<file path="src/rtl/mpsk_qam_stream_mapper_if.sv">
// Stream bundle for the BPSK/QPSK/16-QAM mapper: word input side, I/Q symbol output side, busy flag.
// Handshakes: a transfer happens on a rising edge where valid && ready; the sender holds data stable
// while valid && !ready, and the receiver may raise or lower ready at any time.
interface mpsk_qam_stream_mapper_if #(
  parameter int IN_W   = 8,
  parameter int DATA_W = 16
);
  logic [1:0]               mode;
  logic [IN_W-1:0]          in_data;
  logic                     in_valid;
  logic                     in_ready;
  logic signed [DATA_W-1:0] out_i;
  logic signed [DATA_W-1:0] out_q;
  logic                     out_valid;
  logic                     out_ready;
  logic                     busy;

  modport slave (
    input  mode, in_data, in_valid, out_ready,
    output in_ready, out_i, out_q, out_valid, busy
  );

  modport master (
    output mode, in_data, in_valid, out_ready,
    input  in_ready, out_i, out_q, out_valid, busy
  );
endinterface

</file>
<file path="src/rtl/mpsk_qam_stream_mapper.sv">
// Serialises IN_W-bit words LSB-first into BPSK/QPSK/16-QAM symbols and emits Gray-mapped I/Q.
// Mode is latched per word; output register holds its symbol under backpressure.
module mpsk_qam_stream_mapper #(
  parameter int IN_W   = 8,
  parameter int DATA_W = 16,
  parameter int AMP    = 23170,
  parameter int AMP_LO = AMP / 3
) (
  input  logic                     clk,
  input  logic                     rst,
  mpsk_qam_stream_mapper_if.slave  bus
);
  localparam int CW = $clog2(IN_W + 1);
  localparam logic signed [DATA_W-1:0] P_HI = DATA_W'(AMP);
  localparam logic signed [DATA_W-1:0] N_HI = DATA_W'(-AMP);
  localparam logic signed [DATA_W-1:0] P_LO = DATA_W'(AMP_LO);
  localparam logic signed [DATA_W-1:0] N_LO = DATA_W'(-AMP_LO);

  logic [IN_W-1:0]          sr_q, sr_d;
  logic [CW-1:0]            cnt_q, cnt_d;
  logic [1:0]               mode_q;
  logic signed [DATA_W-1:0] out_i_q, out_q_q, out_i_d, out_q_d;
  logic                     out_valid_q;
  logic [CW-1:0]            bps;
  logic [3:0]               sym;
  logic                     adv, accept;

  // Per-axis Gray level for bit pair {s,m}: s selects sign, m selects inner level.
  function automatic logic signed [DATA_W-1:0] lvl(input logic s, input logic m);
    case ({s, m})
      2'b00:   return P_HI;
      2'b01:   return P_LO;
      2'b11:   return N_LO;
      default: return N_HI;
    endcase
  endfunction

  always_comb begin
    case (mode_q)
      2'b00:   bps = CW'(1);
      2'b10:   bps = CW'(4);
      default: bps = CW'(2);
    endcase
  end

  always_comb begin
    sym     = sr_q[3:0];
    out_i_d = lvl(sym[0], 1'b0);
    out_q_d = '0;
    case (mode_q)
      2'b00: ;
      2'b10: begin
        out_i_d = lvl(sym[1], sym[0]);
        out_q_d = lvl(sym[3], sym[2]);
      end
      default: out_q_d = lvl(sym[1], 1'b0);
    endcase
  end

  assign sr_d  = sr_q >> bps;
  assign cnt_d = cnt_q - bps;
  assign adv   = (cnt_q != '0) && (!out_valid_q || bus.out_ready);

  // in_ready looks through out_ready so the next word is taken on the edge that issues the last symbol.
  assign bus.in_ready  = (cnt_q == '0) || ((cnt_q == bps) && adv);
  assign accept        = bus.in_valid && bus.in_ready;
  assign bus.out_i     = out_i_q;
  assign bus.out_q     = out_q_q;
  assign bus.out_valid = out_valid_q;
  assign bus.busy      = (cnt_q != '0) || out_valid_q;

  always_ff @(posedge clk or negedge rst) begin
    if (!rst) begin
      sr_q        <= '0;
      cnt_q       <= '0;
      mode_q      <= '0;
      out_i_q     <= '0;
      out_q_q     <= '0;
      out_valid_q <= 1'b0;
    end else begin
      if (adv) begin
        sr_q        <= sr_d;
        cnt_q       <= cnt_d;
        out_i_q     <= out_i_d;
        out_q_q     <= out_q_d;
        out_valid_q <= 1'b1;
      end else if (out_valid_q && bus.out_ready) begin
        out_valid_q <= 1'b0;
      end
      if (accept) begin
        sr_q   <= bus.in_data;
        cnt_q  <= CW'(IN_W);
        mode_q <= bus.mode;
      end
    end
  end
endmodule
</file>
<file path="src/flat_wrapper.sv">
// flat-port wrapper written by rule: the top's interface ports become plain ports
module mpsk_qam_stream_mapper_flat 
#(
  parameter int IN_W   = 8,
  parameter int DATA_W = 16,
  parameter int AMP    = 23170,
  parameter int AMP_LO = AMP / 3
)
  (clk, rst, bus_mode, bus_in_data, bus_in_valid, bus_out_ready, bus_in_ready, bus_out_i, bus_out_q, bus_out_valid, bus_busy);
  mpsk_qam_stream_mapper_if #(.IN_W(IN_W), .DATA_W(DATA_W)) bus_i ();
  input  logic clk;
  input  logic rst;
  input wire logic [$bits(bus_i.mode)-1:0] bus_mode;
  input wire logic [$bits(bus_i.in_data)-1:0] bus_in_data;
  input wire logic [$bits(bus_i.in_valid)-1:0] bus_in_valid;
  input wire logic [$bits(bus_i.out_ready)-1:0] bus_out_ready;
  output wire logic [$bits(bus_i.in_ready)-1:0] bus_in_ready;
  output wire logic [$bits(bus_i.out_i)-1:0] bus_out_i;
  output wire logic [$bits(bus_i.out_q)-1:0] bus_out_q;
  output wire logic [$bits(bus_i.out_valid)-1:0] bus_out_valid;
  output wire logic [$bits(bus_i.busy)-1:0] bus_busy;
  assign bus_i.mode = bus_mode;
  assign bus_i.in_data = bus_in_data;
  assign bus_i.in_valid = bus_in_valid;
  assign bus_i.out_ready = bus_out_ready;
  assign bus_in_ready = bus_i.in_ready;
  assign bus_out_i = bus_i.out_i;
  assign bus_out_q = bus_i.out_q;
  assign bus_out_valid = bus_i.out_valid;
  assign bus_busy = bus_i.busy;
  mpsk_qam_stream_mapper #(.IN_W(IN_W), .DATA_W(DATA_W), .AMP(AMP), .AMP_LO(AMP_LO)) u_core (.clk(clk), .rst(rst), .bus(bus_i));
endmodule
</file>
<file path="config.mk">
export PLATFORM = sky130hd
export DESIGN_NAME = mpsk_qam_stream_mapper_flat
export DESIGN_NICKNAME = d
export VERILOG_FILES = /design/src/rtl/mpsk_qam_stream_mapper_if.sv /design/src/rtl/mpsk_qam_stream_mapper.sv /design/src/flat_wrapper.sv
export SDC_FILE = /design/constraint.sdc
export NUM_CORES = 1
export LEC_CHECK = 0
export ABC_AREA = 1
export CORE_MARGIN = 8
export CORE_UTILIZATION = 48
export DETAILED_ROUTE_END_ITERATION = 10
export PLACE_DENSITY = 0.8
export SYNTH_ARGS = -nofsm -noshare
export SYNTH_HDL_FRONTEND = slang
export SYNTH_SLANG_ARGS = --single-unit
</file>
<file path="constraint.sdc">
create_clock -name clk -period 2 [get_ports clk]
set_input_delay 0.4 -clock clk [delete_from_list [all_inputs] [get_ports clk]]
set_output_delay 0.4 -clock clk [all_outputs]
set_load 0.02 [all_outputs]
</file>
=== Word level (Yosys, flattened, before mapping) ===
Index checks and enable logic that the tools add are counted.
Widths: inputs -> output; s select.

* Register bits: 47
* Word-level logic and storage cells: 42

* Add/sub/neg operators: 1
* Equal/unequal tests: 6
* Shift-type cells: 1
* Muxes and demuxes: 13
* Reduce and logical (&&, ||, !) cells: 15

{| class="wikitable"
|+ Operators with widths
! operator !! number
|-
| $pmux 16 s3 || 2
|-
| $mux 16 || 3
|-
| $pmux 16 s2 || 1
|-
| $mux 8 || 2
|-
| $mux 4 || 2
|-
| $shr 8x3->8 || 1
|-
| $eq 2x2->1 const B || 3
|-
| $logic_not 2->1 || 3
|-
| $pmux 3 s2 || 1
|-
| $eq 2x1->1 const B || 2
|-
| $eq 4x3->1 || 1
|-
| $logic_and 1x1->1 || 4
|-
| $logic_not 4->1 || 1
|-
| $reduce_bool 2->1 || 2
|-
| $reduce_bool 4->1 || 1
|-
| $sub 4x3->4 || 1
|-
| $logic_or 1x1->1 || 3
|-
| $mux 1 || 2
|-
| $logic_not 1->1 || 1
|}

=== Longest topological paths before layout ===
* Depth after elaboration: 7
* Gate-level depth with buffers: 12
* Depth with buffers taken out: 10

=== Worst setup path before layout ===
OpenSTA, ideal clock, no wires.

* Path type: register to register
* Start: register u_core.mode_q[0]
* End: register u_core.mode_q[0]
* Data arrival time: 1.764 ns
* Data required time: 1.881 ns
* Path slack: 0.117 ns
* Stages on the path, launching flop included: 12
* Path buffers: 2
* Cell sequence: dfrtp_1 buf_2 inv_4 nand2_2 ha_1 inv_2 nor2_2 nand3_2 nand2_4 nand2_4 buf_6 o21a_1

* Word-level cells in the longest chain between the ends: 6

{| class="wikitable"
|+ RTL lines
! element !! line !! RTL
|-
| start: declaration || mpsk_qam_stream_mapper.sv:21 || <nowiki>logic [1:0] mode_q;</nowiki>
|-
| start signal: assignment || mpsk_qam_stream_mapper.sv:93 || <nowiki>mode_q <= bus.mode;</nowiki>
|-
| $eq 2x2->1 / $logic_not 2->1 (equally long branches) || - ||
|-
| $pmux 3 s2 * || mpsk_qam_stream_mapper.sv:39 || <nowiki>case (mode_q)</nowiki>
|-
| $eq 4x3->1 * || mpsk_qam_stream_mapper.sv:65 || <nowiki>assign bus.in_ready = (cnt_q == '0) || ((cnt_q == bps) && adv);</nowiki>
|-
| $logic_and 1x1->1 * || mpsk_qam_stream_mapper.sv:65 ||
|-
| $logic_or 1x1->1 * || mpsk_qam_stream_mapper.sv:65 ||
|-
| net bus_in_ready || flat_wrapper.sv:17 || <nowiki>output wire logic [$bits(bus_i.in_ready)-1:0] bus_in_ready;</nowiki>
|-
| $logic_and 1x1->1 * || mpsk_qam_stream_mapper.sv:66 || <nowiki>assign accept = bus.in_valid && bus.in_ready;</nowiki>
|}

The timed path passes the listed nets; every way through them passes the cells marked *.
A chain may end at the register's enable or synchronous reset.

=== Worst setup path after layout ===
* Start: register u_core.mode_q[1]
* End: output bus_in_ready

* Word-level cells in the longest chain between the ends: 5

{| class="wikitable"
|+ RTL lines
! element !! line
|-
| $eq 2x2->1 / $logic_not 2->1 (equally long branches) || -
|-
| $pmux 3 s2 * || mpsk_qam_stream_mapper.sv:39
|-
| $eq 4x3->1 * || mpsk_qam_stream_mapper.sv:65
|-
| $logic_and 1x1->1 * || mpsk_qam_stream_mapper.sv:65
|-
| $logic_or 1x1->1 * || mpsk_qam_stream_mapper.sv:65
|-
| end: declaration || flat_wrapper.sv:17
|}

Every way passes the cells marked *; elsewhere a longest branch is shown, timed or not.

==> impl_results.md <==
- Pwr/cell area: 1580 nW/um^2
- Clock Skew: 1.55 ps
- Syn Area/Cell: 7.99 um^2
- Buffer and inverter count on the worst path: 2
- Post-synth top area cell: dfrtp_1
- Setup ws final: 64.4 ps
- Post-DP HPWL: 3.12 mm
- Rows: 22
- Sw Ratio: 45.9%
- Clk pwr share: 8.4%
- Gpl congestion: 0.792
- Initial antenna violation count: 0
- Top delay family on crit path: flip-flops
- Critical R2R Capture: u_core.mode_q[0]$_DFFE_PN0P_
- Global-route wire length before repair: 6.73 mm
- Synth area leaders: dfrtp_1, nand2_1, buf_4
- Synth top area share: 37.6%
- Die W: 77.2 um
- Worst R2R Start: u_core.mode_q[1]$_DFFE_PN0P_
- Layout area overhead: 28.4%
- Slew @ Worst Pin: 350 ps
- Lkg Pwr: 0.00110 uW
- Largest net degree at the start of global routing: 28
- Worst rel slew slack: 76.6%
- Layout cell share with drive strength beyond 1: 14.0%
- Main flop type after synthesis: dfrtp_1
- Worst path depth: 7
- Slowest cell on crit path: dfrtp_1
- Crit start category: flop
- Util after Layout: 63.5%
- Outcome: finished, final reports clean
- Die ar.: 5960 um^2
- Syn. warnings: 0
- Gate power share: 64.8%
- Post-Synthesis Cells: 225
- Total Routing Usage GR: 13.5%
- CTS sink count: 27
- Cell internal pwr: 1970 uW
- Post-DR vias/cell: 4.89
- TritonRoute pass-1 iters: 4
- Die H: 77.2 um
- CORE AREA: 3630 um^2
- TritonCTS buffer count: 3
- I/O Buffers: 48
- Worst-path fanout max: 3
- Number of cells on the worst reg-to-reg path: 10
- Reg power frac: 26.8%
- Setup crit end kind: primary output
- CP startpoint: u_core.mode_q[1]$_DFFE_PN0P_
- Post-Syn Area: 1800 um^2
- R2r setup slk: 240 ps
- Required @ worst endpoint: 1600 ps
- Final Max Slew Viols: 0
- Total grt overflow: 0
- Worst setup endpoint: bus_in_ready
- Fmax: 517 MHz
- Ys async rst share: 100%
- I/O pins: 49
- Clock-pin slew on the worst setup and hold paths: 90 ps
- #FFs+latches synth: 27
- Fin crit share: 96.8%
- Sw power: 1670 uW
- Via count: 1532
- Final min period: 1940 ps
- Maximum clock path buffer count: 2
- Dpl cells: 308
- Post-synthesis sequential area ratio: 37.6%
- Finished Layout Cells: 313
- Max cap viols: 0
- Post-synth EDFFs: 0
- Post-cts hold buffer count: 0
- Routed Wire Length: 3.91 mm
- Final Hold Viols: 0
- Sequence of cells on the critical path: nor2_1 > ha_1 > nand2_1 > inv_1 > nand3_2 > nand2_4 > buf_4
- Vias in the first global route: 1474
- Max IR drop VDD: 0.661 mV
- Number of H-tree levels: 1
- Final setup viols: 0
- CTS tree: done
- Antenna viol nets, final: 0
- Synth unique cells: 28
- Iter 0 DRT Violations: 80
- CP arrival: 1540 ps
- Final-stage net count: 293
- Clock latency on the worst-skew pair: 270 ps
- Post-Place Worst Slack: -142 ps
- Setup Crit Path Kind: flop to primary output
- Syn Nets: 252
- Count leader, synth: nand2_1
- Ant. Diodes: 0
- DRC Markers: 0
- Post-DR wirelength/cell: 12.5 um
- Clk root buf: clkbuf_8
- Initial Util: 49.4%
- RSZ-0062 raised after global routing: yes
- Slowest stage delay, CP: 420 ps
- Most common library cells after synthesis: nand2_1, nand3_1, dfrtp_1
- Hold Crit Class: flop to flop
==> kinds of logic (layout without fill, tap and decap cells) <==
family          Yosys count  after routing  synth area share, %
xor+xnor                  1              1                0.488
compound gates           22             22                 6.96
buf+inv                  46             86                 15.5
flops                    27             27                 37.6
simple gates            116            116                 29.9
fa+ha+maj                13             13                 9.47
==> power groups by stage <==
stage               Combinational (uW)  Clock, uW  Sequential (uW)
CTS                               2350        317              974
global route                      2610        337             1010
global placement                  2290          0              970
finish                            2360        308              977
detailed placement                2340          0              989
floorplan                         1530          0             1060
==> routing by layer <==
| metal | part of all wire [%] | routed length, um | track usage, % | up-vias |
|---|---|---|---|---|
| li1 | - | - | - | 789 |
| met1 | 44 | 1730 | 15.3 | 703 |
| met2 | 48 | 1880 | 23.0 | 36 |
| met3 | 6.5 | 252 | 4.31 | 4 |
| met4 | 1.2 | 48 | 4.91 | 0 |
| met5 | 0 | 0 | 0 | - |
==> cell usage in the layout, fill, tap and decap left out, types with 3 or more instances in the layout <==
master           count
dfrtp_1             27
nand3_1             30
inv_1               14
ha_1                11
a31oi_1              4
clkbuf_8             3
buf_4               18
clkdlybuf4s50_1     46
nand2_1             51
nand2_4              5
nor2_1              21
o21ai_0             11
==> worst min-delay path by stage <==
stage,start,to,slack (ps),cells after the start
global placement,u_core.bus.out_q[0]$_DFFE_PN0P_,u_core.bus.out_q[0]$_DFFE_PN0P_,470,2
detailed placement,u_core.bus.out_q[1]$_DFFE_PN0P_,u_core.bus.out_q[1]$_DFFE_PN0P_,480,2
CTS,u_core.bus.out_q[1]$_DFFE_PN0P_,u_core.bus.out_q[1]$_DFFE_PN0P_,500,2
floorplan,rst,u_core.bus.out_i[0]$_DFFE_PN0P_,100,0
global route,rst,u_core.sr_q[7]$_DFFE_PN0P_,530,2
finish,u_core.bus.out_q[1]$_DFFE_PN0P_,u_core.bus.out_q[1]$_DFFE_PN0P_,490,2
==> final cells by class <==
type | count | area, um^2
repair buffers | 65 | 601
multi-input cells | 152 | 860
inverters | 17 | 66.3
clock buffers | 4 | 45.0
well taps | 48 | 60.1
fillers | 325 | 1330
flip-flops and latches | 27 | 676
==> flip-flops by register name, indices dropped and copies added (netlist names) <==
signal / count
u_core.cnt_q: 4
u_core.mode_q: 2
u_core.sr_q: 8
u_core.bus.out_q: 6
u_core.bus.out_i: 6
u_core.bus.out_valid: 1
==> through the flow <==
stage	total power, uW	setup TNS, ps	hold slack [ps]	area [um^2]
2_1_floorplan	2590	0	104	1800
6_report	3650	0	495	2310
3_5_place_dp	3330	-142	477	2240
3_3_place_gp	3260	-124	470	2240
5_1_grt	3960	-7.10	533	2310
4_1_cts	3640	0	499	2290
==> worst min-delay path, delay by kind of cell (launching register included) <==
kind	cells	cell delay [ps]
flip-flops	1	350
AO/OA/AOI/OAI	1	60
AND/OR/NAND/NOR	1	50
==> timing repair <==
item | 4_1_cts | 5_1_grt
setup endpoints to repair | 2 | 2
buffers inserted | 1 | 0
resized for setup | 7 | 4
Note: power is estimated with default switching activity, not from simulation.
